## src/rtl/instr_encode_loader_if.sv

```systemverilog
// Bundle between a program-building master and the instruction encoder/loader:
// symbolic request channel, load control, instruction-memory write channel and status.
interface instr_encode_loader_if #(
    parameter int ADDR_W = 10
);
    logic              start;
    logic [ADDR_W-1:0] base_addr;

    logic              in_valid;
    logic              in_ready;
    logic [4:0]        in_kind;
    logic [4:0]        in_rs;
    logic [4:0]        in_rt;
    logic [4:0]        in_rd;
    logic [4:0]        in_shamt;
    logic [15:0]       in_imm;
    logic [25:0]       in_target;

    logic              im_we;
    logic [ADDR_W-1:0] im_addr;
    logic [31:0]       im_wdata;
    logic              im_ack;

    logic [ADDR_W:0]   count;
    logic              full;
    logic              err;
    logic [4:0]        err_kind;

    modport master (
        output start, base_addr,
        output in_valid, in_kind, in_rs, in_rt, in_rd, in_shamt, in_imm, in_target,
        input  in_ready,
        input  im_we, im_addr, im_wdata,
        output im_ack,
        input  count, full, err, err_kind
    );

    modport slave (
        input  start, base_addr,
        input  in_valid, in_kind, in_rs, in_rt, in_rd, in_shamt, in_imm, in_target,
        output in_ready,
        output im_we, im_addr, im_wdata,
        input  im_ack,
        output count, full, err, err_kind
    );
endinterface

```

## src/rtl/instr_encode_loader.sv

```systemverilog
// Encodes symbolic MIPS instruction requests into 32-bit words and writes them
// to instruction memory at consecutive word addresses, one word per cycle at best.
module instr_encode_loader #(
    parameter int ADDR_W = 10
) (
    input  logic                 clk,
    input  logic                 rst_n,
    instr_encode_loader_if.slave bus
);
    typedef enum logic [1:0] {
        ST_IDLE = 2'd0,
        ST_PEND = 2'd1,
        ST_FULL = 2'd2
    } state_t;

    localparam logic [ADDR_W:0] COUNT_MAX = {1'b1, {ADDR_W{1'b0}}};

    state_t            state_reg;
    logic [ADDR_W-1:0] addr_reg;
    logic [ADDR_W-1:0] base_reg;
    logic [31:0]       wdata_reg;
    logic              we_reg;
    logic [ADDR_W:0]   count_reg;
    logic              err_reg;
    logic [4:0]        err_kind_reg;

    logic              enc_legal;
    logic [31:0]       enc_word;
    logic              ack_fire;
    logic              last_addr;
    logic              in_ready_w;
    logic              accept;
    logic              legal_accept;
    logic              illegal_accept;
    logic [ADDR_W-1:0] addr_next;

    function automatic logic [31:0] enc_r(input logic [4:0] rs, input logic [4:0] rt,
                                          input logic [4:0] rd, input logic [4:0] shamt,
                                          input logic [5:0] funct);
        return {6'h00, rs, rt, rd, shamt, funct};
    endfunction

    function automatic logic [31:0] enc_i(input logic [5:0] op, input logic [4:0] rs,
                                          input logic [4:0] rt, input logic [15:0] imm);
        return {op, rs, rt, imm};
    endfunction

    always_comb begin
        enc_legal = 1'b1;
        enc_word  = 32'h0000_0000;
        case (bus.in_kind)
            5'd0:  enc_word = enc_r(bus.in_rs, bus.in_rt, bus.in_rd, 5'd0, 6'h21);
            5'd1:  enc_word = enc_r(bus.in_rs, bus.in_rt, bus.in_rd, 5'd0, 6'h23);
            5'd2:  enc_word = enc_r(bus.in_rs, bus.in_rt, bus.in_rd, 5'd0, 6'h20);
            5'd3:  enc_word = enc_r(bus.in_rs, bus.in_rt, bus.in_rd, 5'd0, 6'h22);
            5'd4:  enc_word = enc_r(bus.in_rs, bus.in_rt, bus.in_rd, 5'd0, 6'h24);
            5'd5:  enc_word = enc_r(bus.in_rs, bus.in_rt, bus.in_rd, 5'd0, 6'h25);
            5'd6:  enc_word = enc_r(bus.in_rs, bus.in_rt, bus.in_rd, 5'd0, 6'h2A);
            // Shifts take their operand from rt; rs is not part of the encoding.
            5'd7:  enc_word = enc_r(5'd0, bus.in_rt, bus.in_rd, bus.in_shamt, 6'h00);
            5'd8:  enc_word = enc_r(5'd0, bus.in_rt, bus.in_rd, bus.in_shamt, 6'h02);
            5'd9:  enc_word = enc_i(6'h0D, bus.in_rs, bus.in_rt, bus.in_imm);
            5'd10: enc_word = enc_i(6'h23, bus.in_rs, bus.in_rt, bus.in_imm);
            5'd11: enc_word = enc_i(6'h2B, bus.in_rs, bus.in_rt, bus.in_imm);
            5'd12: enc_word = enc_i(6'h04, bus.in_rs, bus.in_rt, bus.in_imm);
            5'd13: enc_word = enc_i(6'h05, bus.in_rs, bus.in_rt, bus.in_imm);
            5'd14: enc_word = enc_i(6'h0A, bus.in_rs, bus.in_rt, bus.in_imm);
            5'd15: enc_word = enc_i(6'h0F, 5'd0, bus.in_rt, bus.in_imm);
            5'd16: enc_word = {6'h02, bus.in_target};
            default: enc_legal = 1'b0;
        endcase
    end

    assign addr_next = addr_reg + ADDR_W'(1);
    assign last_addr = (&addr_reg) || (addr_next == base_reg);
    assign ack_fire  = (state_reg == ST_PEND) && bus.im_ack;

    // Ready is withheld on the final address so nothing is accepted that could never be written.
    assign in_ready_w = rst_n && !bus.start &&
                        ((state_reg == ST_IDLE) || (ack_fire && !last_addr));
    assign accept         = bus.in_valid && in_ready_w;
    assign legal_accept   = accept && enc_legal;
    assign illegal_accept = accept && !enc_legal;

    always_ff @(posedge clk or negedge rst_n) begin
        if (!rst_n) begin
            state_reg    <= ST_IDLE;
            addr_reg     <= '0;
            base_reg     <= '0;
            wdata_reg    <= 32'h0000_0000;
            we_reg       <= 1'b0;
            count_reg    <= '0;
            err_reg      <= 1'b0;
            err_kind_reg <= 5'd0;
        end else if (bus.start) begin
            state_reg    <= ST_IDLE;
            addr_reg     <= bus.base_addr;
            base_reg     <= bus.base_addr;
            we_reg       <= 1'b0;
            count_reg    <= '0;
            err_reg      <= 1'b0;
            err_kind_reg <= 5'd0;
        end else begin
            if (illegal_accept && !err_reg) begin
                err_reg      <= 1'b1;
                err_kind_reg <= bus.in_kind;
            end
            case (state_reg)
                ST_IDLE: begin
                    if (legal_accept) begin
                        wdata_reg <= enc_word;
                        we_reg    <= 1'b1;
                        state_reg <= ST_PEND;
                    end
                end
                ST_PEND: begin
                    if (ack_fire) begin
                        if (count_reg != COUNT_MAX) begin
                            count_reg <= count_reg + (ADDR_W + 1)'(1);
                        end
                        if (last_addr) begin
                            state_reg <= ST_FULL;
                            we_reg    <= 1'b0;
                        end else begin
                            addr_reg <= addr_next;
                            // Back-to-back: the next word replaces the acked one without a bubble.
                            if (legal_accept) begin
                                wdata_reg <= enc_word;
                            end else begin
                                we_reg    <= 1'b0;
                                state_reg <= ST_IDLE;
                            end
                        end
                    end
                end
                ST_FULL: begin
                    we_reg <= 1'b0;
                end
                default: begin
                    state_reg <= ST_IDLE;
                    we_reg    <= 1'b0;
                end
            endcase
        end
    end

    assign bus.in_ready = in_ready_w;
    assign bus.im_we    = we_reg;
    assign bus.im_addr  = addr_reg;
    assign bus.im_wdata = wdata_reg;
    assign bus.count    = count_reg;
    assign bus.full     = (state_reg == ST_FULL);
    assign bus.err      = err_reg;
    assign bus.err_kind = err_kind_reg;
endmodule

```

## src/flat_wrapper.sv

```systemverilog
// flat-port wrapper written by rule: the top's interface ports become plain ports
module instr_encode_loader_flat 
#(
    parameter int ADDR_W = 10
)
  (clk, rst_n, bus_start, bus_base_addr, bus_in_valid, bus_in_kind, bus_in_rs, bus_in_rt, bus_in_rd, bus_in_shamt, bus_in_imm, bus_in_target, bus_in_ready, bus_im_we, bus_im_addr, bus_im_wdata, bus_im_ack, bus_count, bus_full, bus_err, bus_err_kind);
  instr_encode_loader_if #(.ADDR_W(ADDR_W)) bus_i ();
  input  logic clk;
  input  logic rst_n;
  input wire logic [$bits(bus_i.start)-1:0] bus_start;
  input wire logic [$bits(bus_i.base_addr)-1:0] bus_base_addr;
  input wire logic [$bits(bus_i.in_valid)-1:0] bus_in_valid;
  input wire logic [$bits(bus_i.in_kind)-1:0] bus_in_kind;
  input wire logic [$bits(bus_i.in_rs)-1:0] bus_in_rs;
  input wire logic [$bits(bus_i.in_rt)-1:0] bus_in_rt;
  input wire logic [$bits(bus_i.in_rd)-1:0] bus_in_rd;
  input wire logic [$bits(bus_i.in_shamt)-1:0] bus_in_shamt;
  input wire logic [$bits(bus_i.in_imm)-1:0] bus_in_imm;
  input wire logic [$bits(bus_i.in_target)-1:0] bus_in_target;
  output wire logic [$bits(bus_i.in_ready)-1:0] bus_in_ready;
  output wire logic [$bits(bus_i.im_we)-1:0] bus_im_we;
  output wire logic [$bits(bus_i.im_addr)-1:0] bus_im_addr;
  output wire logic [$bits(bus_i.im_wdata)-1:0] bus_im_wdata;
  input wire logic [$bits(bus_i.im_ack)-1:0] bus_im_ack;
  output wire logic [$bits(bus_i.count)-1:0] bus_count;
  output wire logic [$bits(bus_i.full)-1:0] bus_full;
  output wire logic [$bits(bus_i.err)-1:0] bus_err;
  output wire logic [$bits(bus_i.err_kind)-1:0] bus_err_kind;
  assign bus_i.start = bus_start;
  assign bus_i.base_addr = bus_base_addr;
  assign bus_i.in_valid = bus_in_valid;
  assign bus_i.in_kind = bus_in_kind;
  assign bus_i.in_rs = bus_in_rs;
  assign bus_i.in_rt = bus_in_rt;
  assign bus_i.in_rd = bus_in_rd;
  assign bus_i.in_shamt = bus_in_shamt;
  assign bus_i.in_imm = bus_in_imm;
  assign bus_i.in_target = bus_in_target;
  assign bus_in_ready = bus_i.in_ready;
  assign bus_im_we = bus_i.im_we;
  assign bus_im_addr = bus_i.im_addr;
  assign bus_im_wdata = bus_i.im_wdata;
  assign bus_i.im_ack = bus_im_ack;
  assign bus_count = bus_i.count;
  assign bus_full = bus_i.full;
  assign bus_err = bus_i.err;
  assign bus_err_kind = bus_i.err_kind;
  instr_encode_loader #(.ADDR_W(ADDR_W)) u_core (.clk(clk), .rst_n(rst_n), .bus(bus_i));
endmodule
```

## config.mk

```make
export PLATFORM = sky130hd
export DESIGN_NAME = instr_encode_loader_flat
export DESIGN_NICKNAME = d
export VERILOG_FILES = /design/src/rtl/instr_encode_loader_if.sv /design/src/rtl/instr_encode_loader.sv /design/src/flat_wrapper.sv
export SDC_FILE = /design/constraint.sdc
export NUM_CORES = 1
export LEC_CHECK = 0
export ABC_AREA = 1
export ABC_CLOCK_PERIOD_IN_PS = 2100
export CAP_MARGIN = 5
export CORE_UTILIZATION = 41
export CTS_CLUSTER_DIAMETER = 50
export CTS_CLUSTER_SIZE = 10
export DETAILED_ROUTE_END_ITERATION = 7
export HOLD_SLACK_MARGIN = 0.15
export PLACE_DENSITY = 0.77
export SKIP_CTS_REPAIR_TIMING = 1
export SYNTH_ARGS = -nofsm -noshare
export SYNTH_HDL_FRONTEND = slang
export SYNTH_SLANG_ARGS = --single-unit
export TNS_END_PERCENT = 50
```

## constraint.sdc

```tcl
create_clock -name clk -period 2.1 [get_ports clk]
set_clock_uncertainty 0.15 [all_clocks]
set_input_delay 0.42 -clock clk [delete_from_list [all_inputs] [get_ports clk]]
set_output_delay 0.42 -clock clk [all_outputs]
set_load 0.1 [all_outputs]
```

==> flow_summary.json, run 1 <==
{
  "path_class": "reg -> out",
  "cts_max_path_buffers": 2,
  "worst_pin_slew_ns": 0.911,
  "cp.required_ns": 1.53,
  "clock.fmax_mhz": 364,
  "num_antenna_cells": 0,
  "vias_per_cell": 5.13,
  "fillers": 717,
  "crit_path_max_incr_delay_ns": 0.51,
  "grt_pass1_wl_um": 20200,
  "ys.flop_type": "dfrtp_1",
  "rsz0062_at_grt": "yes",
  "wl_per_cell_um": 14.6,
  "gp_congestion": 0.874,
  "ir_worst_vdd_v": 0.000690,
  "netlist_top_cells_area": "dfrtp_1 44%, nand2_1 15%, nand3_1 5.8%",
  "grt_max_degree": 72,
  "largest_register_ffs": 31,
  "grt_pass1_vias": 4497,
  "ant_nets": 0,
  "maxSlewHeadroom": 0.392,
  "setup_ws_ns": -0.645,
  "antenna_found_initial": 0,
  "clk_pin_slew_worst_paths_ns": 0.08,
  "track_usage": 0.256,
  "syn_inst": 520,
  "htreeDepth": 3,
  "report.final.slew_viol_count": 0,
  "die_y_um": 101,
  "ctsRootBufferMaster": "clkbuf_8",
  "areaGrowthSynthToFinish_pct": 69.9,
  "stdcell_area_um2": 6800,
  "p_leak_nw": 3.19,
  "cts_tree": "done",
  "p_per_area_nw_per_um2": 734,
  "path_delay_family": "simple AND/OR/NAND/NOR gates",
  "timing.max_cap.violations": 0,
  "die-width_um": 101,
  "syn-num-nets": 605,
  "cp_num_buf_inv": 1,
  "avgSynthCellArea_um2": 7.70,
  "min_path_type": "in -> async",
  "place_hpwl_um": 9570,
  "worst_path_most_repeated_cell": "nand2_1",
  "rows": 35,
  "drcViolationCount": 0,
  "crit_path_start_kind": "register",
  "slowest_stage": "dfrtp_4",
  "grt_overflow_total": 0,
  "yosys_warnings": 0,
  "crit_chain": "ha_4, nand2_4, nor2_4, nand2_1, nand2_1, nand2_1, nand2_1, nand2_1, nor2_2, nand4_2, nand3_4, a21boi_4, buf_12",
  "yosys.area.top_type": "dfrtp_1",
  "ys_ff_latch": 71,
  "synth_top_area_frac": 0.444,
  "synth-async-reset-ratio": 1.00,
  "worstPathMaxFanout": 5,
  "cts.sinks": 71,
  "coreArea_um2": 9370,
  "p_total_mw": 4.99,
  "finalWirelength_um": 12700,
  "hold_viol": 0,
  "synth_cell_types": 48,
  "start_util": 0.427,
  "fin_nets": 818,
  "critPathCaptureType": "output pin",
  "place_area_um2": 6460,
  "synth_edf_count": 0,
  "die_area_um2": 10200,
  "dp_slack_ns": -0.395,
  "port_buffers": 142,
  "period_share": 1.31,
  "dr.pass1.iters": 4,
  "finalSetupTns_ns": -17.54,
  "fin_util": 0.726,
  "netlist_area_um2": 4000,
  "cts_buffers": 9,
  "cp.arrival_ns": 2.17,
  "final_cell_mix": "157 x nand2_1, 90 x buf_4, 80 x clkdlybuf4s50_1",
  "status": "finished with violations",
  "drt-initial-drc-count": 147,
  "final_common_cell": "nand2_1",
  "period_needed_ns": 2.74,
  "setup_viol_count_final": 51,
  "layout-drive-gt1-share": 0.290,
  "synth.yosys.seq_area_share": 0.444,
  "vias": 4448,
  "clk_latency_ns": 0.35,
  "boundaryPins": 144,
  "violations": "setup timing"
}
==> path summary, 6_finish.rpt <==
kind | to | cells after the start | slack (ns) | startpoint
worst max register to register | u_core.bus.im_wdata[6] | 18 | -0.52 | u_core.bus.im_addr[0]
min in group clk | u_core.bus.im_wdata[21] | 2 | 0.34 | u_core.bus.im_wdata[21]
worst min register to register | u_core.bus.im_wdata[21] | 2 | 0.34 | u_core.bus.im_wdata[21]
max in group asynchronous | u_core.bus.im_addr[5] | 2 | 0.96 | rst_n
worst min-delay path | u_core.bus.count[2] | 2 | 0.14 | rst_n
worst max-delay path | bus_in_ready | 13 | -0.64 | u_core.bus.im_addr[0]
==> kinds of logic (layout without fill, tap and decap cells) <==
logic type | count (synthesis) | in the layout | share of synthesized area
AND/OR/NAND/NOR | 277 | 278 | 0.321
AO/OA/AOI/OAI | 88 | 88 | 0.135
buffers and inverters | 78 | 295 | 0.0850
flip-flops | 71 | 71 | 0.444
adder cells (fa/ha/maj) | 3 | 3 | 0.00938
XOR/XNOR | 2 | 2 | 0.00438
other | 1 | 1 | 0.000937
==> worst register-to-register path: cells and delay by family, from the launching register on <==
family | cells | cell delay (ns)
simple gates | 13 | 1.19
flops | 1 | 0.45
buf+inv | 3 | 0.40
fa+ha+maj | 1 | 0.16
compound gates | 1 | 0.16
==> through the flow <==
stage | hold slack [ns] | cells
finish | 0.138 | 867
global placement | 0.316 | 846
CTS | 0.174 | 862
detailed placement | 0.324 | 846
floorplan | -0.0256 | 520
global route | 0.209 | 867
==> final cells by class <==
type | count | area, um^2 | area share
clock buffer | 12 | 145 | 0.0213
clock inverter | 4 | 53.8 | 0.00791
inverter | 63 | 253 | 0.0371
multi-input combinational | 372 | 2040 | 0.300
sequential | 71 | 1800 | 0.265
tap | 129 | 161 | 0.0237
timing repair buffer | 216 | 2350 | 0.345
==> Yosys cell counts (3+ instances only) <==
master	instances
nand2_1	165
dfrtp_1	71
inv_1	59
nand3_1	46
o21ai_0	35
nor2_1	31
a21oi_1	12
a22oi_1	9
o211ai_1	9
clkbuf_1	7
o21ai_1	7
nor3_1	6
nand4_1	4
o21a_1	4
a221oi_1	3
buf_2	3
buf_4	3
ha_1	3
nand3_2	3
nand4_2	3
nor2_4	3
==> where the power goes <==
group          switching, mW  internal [mW]  total [mW]
sequential             0.136           1.53        1.66
clock                  0.546          0.587        1.13
combinational           1.48          0.717        2.20
total                   2.16           2.83        4.99
==> routing by layer <==
| metal | vias to the layer above | part of all wire | global-route usage |
|---|---|---|---|
| met5 | - | 0 | 0 |
| met2 | 203 | 0.51 | 0.462 |
| met4 | 0 | 0.034 | 0.130 |
| met3 | 40 | 0.068 | 0.0534 |
| met1 | 2071 | 0.39 | 0.285 |
| li1 | 2134 | - | - |
Note: power is estimated with default switching activity, not from simulation.
==> run 2: changes to the inputs <==
==> constraint.sdc (replaced) <==
create_clock -name clk -period 2.1 [get_ports clk]
set_clock_uncertainty 0.15 [all_clocks]
set_input_delay 0.21 -clock clk [delete_from_list [all_inputs] [get_ports clk]]
set_output_delay 0.21 -clock clk [all_outputs]
set_load 0.1 [all_outputs]
==> flow_summary.json, run 2 (same netlist as run 1, synthesis figures left out) <==
{
  "timing.max_cap.violations": 0,
  "cts_max_path_buffers": 2,
  "setup_viol_count_final": 51,
  "coreArea_um2": 9370,
  "die_y_um": 101,
  "path_class": "reg -> out",
  "p_sw_mw": 2.13,
  "die-width_um": 101,
  "start_util": 0.427,
  "status": "finished with violations",
  "largest_register_ffs": 31,
  "layout-drive-gt1-share": 0.294,
  "boundaryPins": 144,
  "clk_pin_slew_worst_paths_ns": 0.07,
  "place_hpwl_um": 8930,
  "drcViolationCount": 0,
  "rsz0062_at_grt": "yes",
  "rows": 35,
  "dp_slack_ns": -0.256,
  "fillers": 776,
  "die_area_um2": 10200,
  "period_share": 1.28,
  "grt_max_degree": 72,
  "cts.sinks": 71,
  "ir_worst_vdd_v": 0.000771,
  "fin_util": 0.687,
  "port_buffers": 142,
  "clock.fmax_mhz": 373,
  "drt-initial-drc-count": 207,
  "cp.required_ns": 1.74,
  "setup_ws_ns": -0.581,
  "clock_power_share": 0.236,
  "p_seq_frac": 0.339,
  "areaGrowthSynthToFinish_pct": 60.9,
  "violations": "setup timing",
  "worst_pin_slew_ns": 0.924,
  "final_cell_mix": "149 x nand2_1, 109 x buf_4, 80 x clkdlybuf4s50_1",
  "vias": 4397,
  "worst_path_most_repeated_cell": "nand2_2",
  "p_total_mw": 4.85,
  "ctsRootBufferMaster": "clkbuf_8",
  "grt_pass1_wl_um": 18900,
  "cp.arrival_ns": 2.32,
  "cts_tree": "done",
  "critPathCaptureType": "output pin",
  "track_usage": 0.238,
  "crit_chain": "buf_6, nand3_4, nor2_4, nand2_2, nand2_2, nand3_1, nand2_2, nor2_2, nand4_2, nand3_4, a21boi_4, buf_6, buf_12",
  "fin_nets": 812,
  "wl_per_cell_um": 14.8,
  "cts_buffers": 9,
  "htreeDepth": 3,
  "gp_congestion": 0.899,
  "crit_path_start_kind": "register",
  "hold_viol": 0,
  "vias_per_cell": 5.11,
  "clk_latency_ns": 0.36,
  "combPwrFrac": 0.425,
  "maxSlewHeadroom": 0.384,
  "dr.pass1.iters": 5,
  "min_path_type": "in -> reg",
  "crit_path_max_incr_delay_ns": 0.44,
  "p_per_area_nw_per_um2": 752,
  "num_antenna_cells": 0,
  "antenna_found_initial": 0,
  "report.final.slew_viol_count": 0,
  "grt_overflow_total": 0,
  "grt_pass1_vias": 4112,
  "finalSetupTns_ns": -18.29,
  "p_sw_frac": 0.439,
  "slowest_stage": "dfrtp_4",
  "p_leak_nw": 3.10,
  "internal_power_mw": 2.72,
  "ant_nets": 0,
  "worstPathMaxFanout": 4,
  "final_common_cell": "nand2_1",
  "finalWirelength_um": 12700,
  "period_needed_ns": 2.68
}
==> run 2: changes by cell type in the layout (fill, tap and decap cells not counted), sizes merged <==
cell | before | now
inv | 61 | 60
clkinvlp | 2 | 1
clkinv | 2 | 3
buf | 136 | 126
clkbuf | 12 | 15
dlygate4sd3 | 0 | 1
==> run 2: area by class of cell <==
| class | count | area [um^2] | area share |
|---|---|---|---|
| clock inverters | 3 | 42.5 | 0.00660 |
| repair buffers | 210 | 1950 | 0.302 |
| flip-flops and latches | 71 | 1800 | 0.280 |
| well taps | 129 | 161 | 0.0251 |
| clock buffers | 12 | 155 | 0.0241 |
| multi-input cells | 372 | 2080 | 0.323 |
| inverters | 63 | 253 | 0.0392 |
==> run 2: critical path, delay by kind of cell (launching register included) <==
kind                   cells  cell delay (ns)
buffers and inverters      3             0.40
DFF                        1             0.44
AOI/OAI and AO/OA          1             0.16
and+or+nand+nor            9             0.95
==> run 2: layer usage <==
layer,part of all wire,vias up,routed length [um],GRT usage
li1,-,2123,-,-
met3,0.073,26,925,0.0541
met2,0.50,178,6440,0.417
met1,0.40,2070,5080,0.287
met5,0,-,0,0
met4,0.024,0,311,0.0870
==> run 2: worst paths after layout <==
path                                         startpoint                 endpoint  depth (start not counted)  slack, ns
worst max-delay path              u_core.bus.im_addr[0]             bus_in_ready                         13      -0.58
worst min-delay path                   bus_base_addr[0]       u_core.base_reg[0]                          3       0.29
worst max register to register    u_core.bus.im_addr[0]  u_core.bus.im_wdata[26]                         16      -0.48
worst min register to register  u_core.bus.im_wdata[28]  u_core.bus.im_wdata[28]                          2       0.34
max in group asynchronous                         rst_n    u_core.bus.im_addr[6]                          3       0.58
min in group asynchronous                         rst_n      u_core.bus.count[8]                          3       0.49
==> run 2: power by group through the flow <==
| stage | Sequential [mW] | Combinational (mW) | Clock [mW] |
|---|---|---|---|
| floorplan | 2.63 | 0.380 | 0 |
| global placement | 1.66 | 1.95 | 0 |
| detailed placement | 1.66 | 1.97 | 0 |
| CTS | 1.64 | 1.98 | 1.16 |
| global route | 1.66 | 2.16 | 1.21 |
| finish | 1.64 | 2.06 | 1.14 |
==> run 2: stage by stage <==
stage / cell area, um^2 / hold slack [ns] / cells
after floorplan: 4110 / -0.236 / 520
after global placement: 5880 / 0.316 / 827
final: 6440 / 0.291 / 860
after detailed placement: 5880 / 0.320 / 827
after global routing: 6440 / 0.293 / 860
after CTS: 6080 / -0.0157 / 842
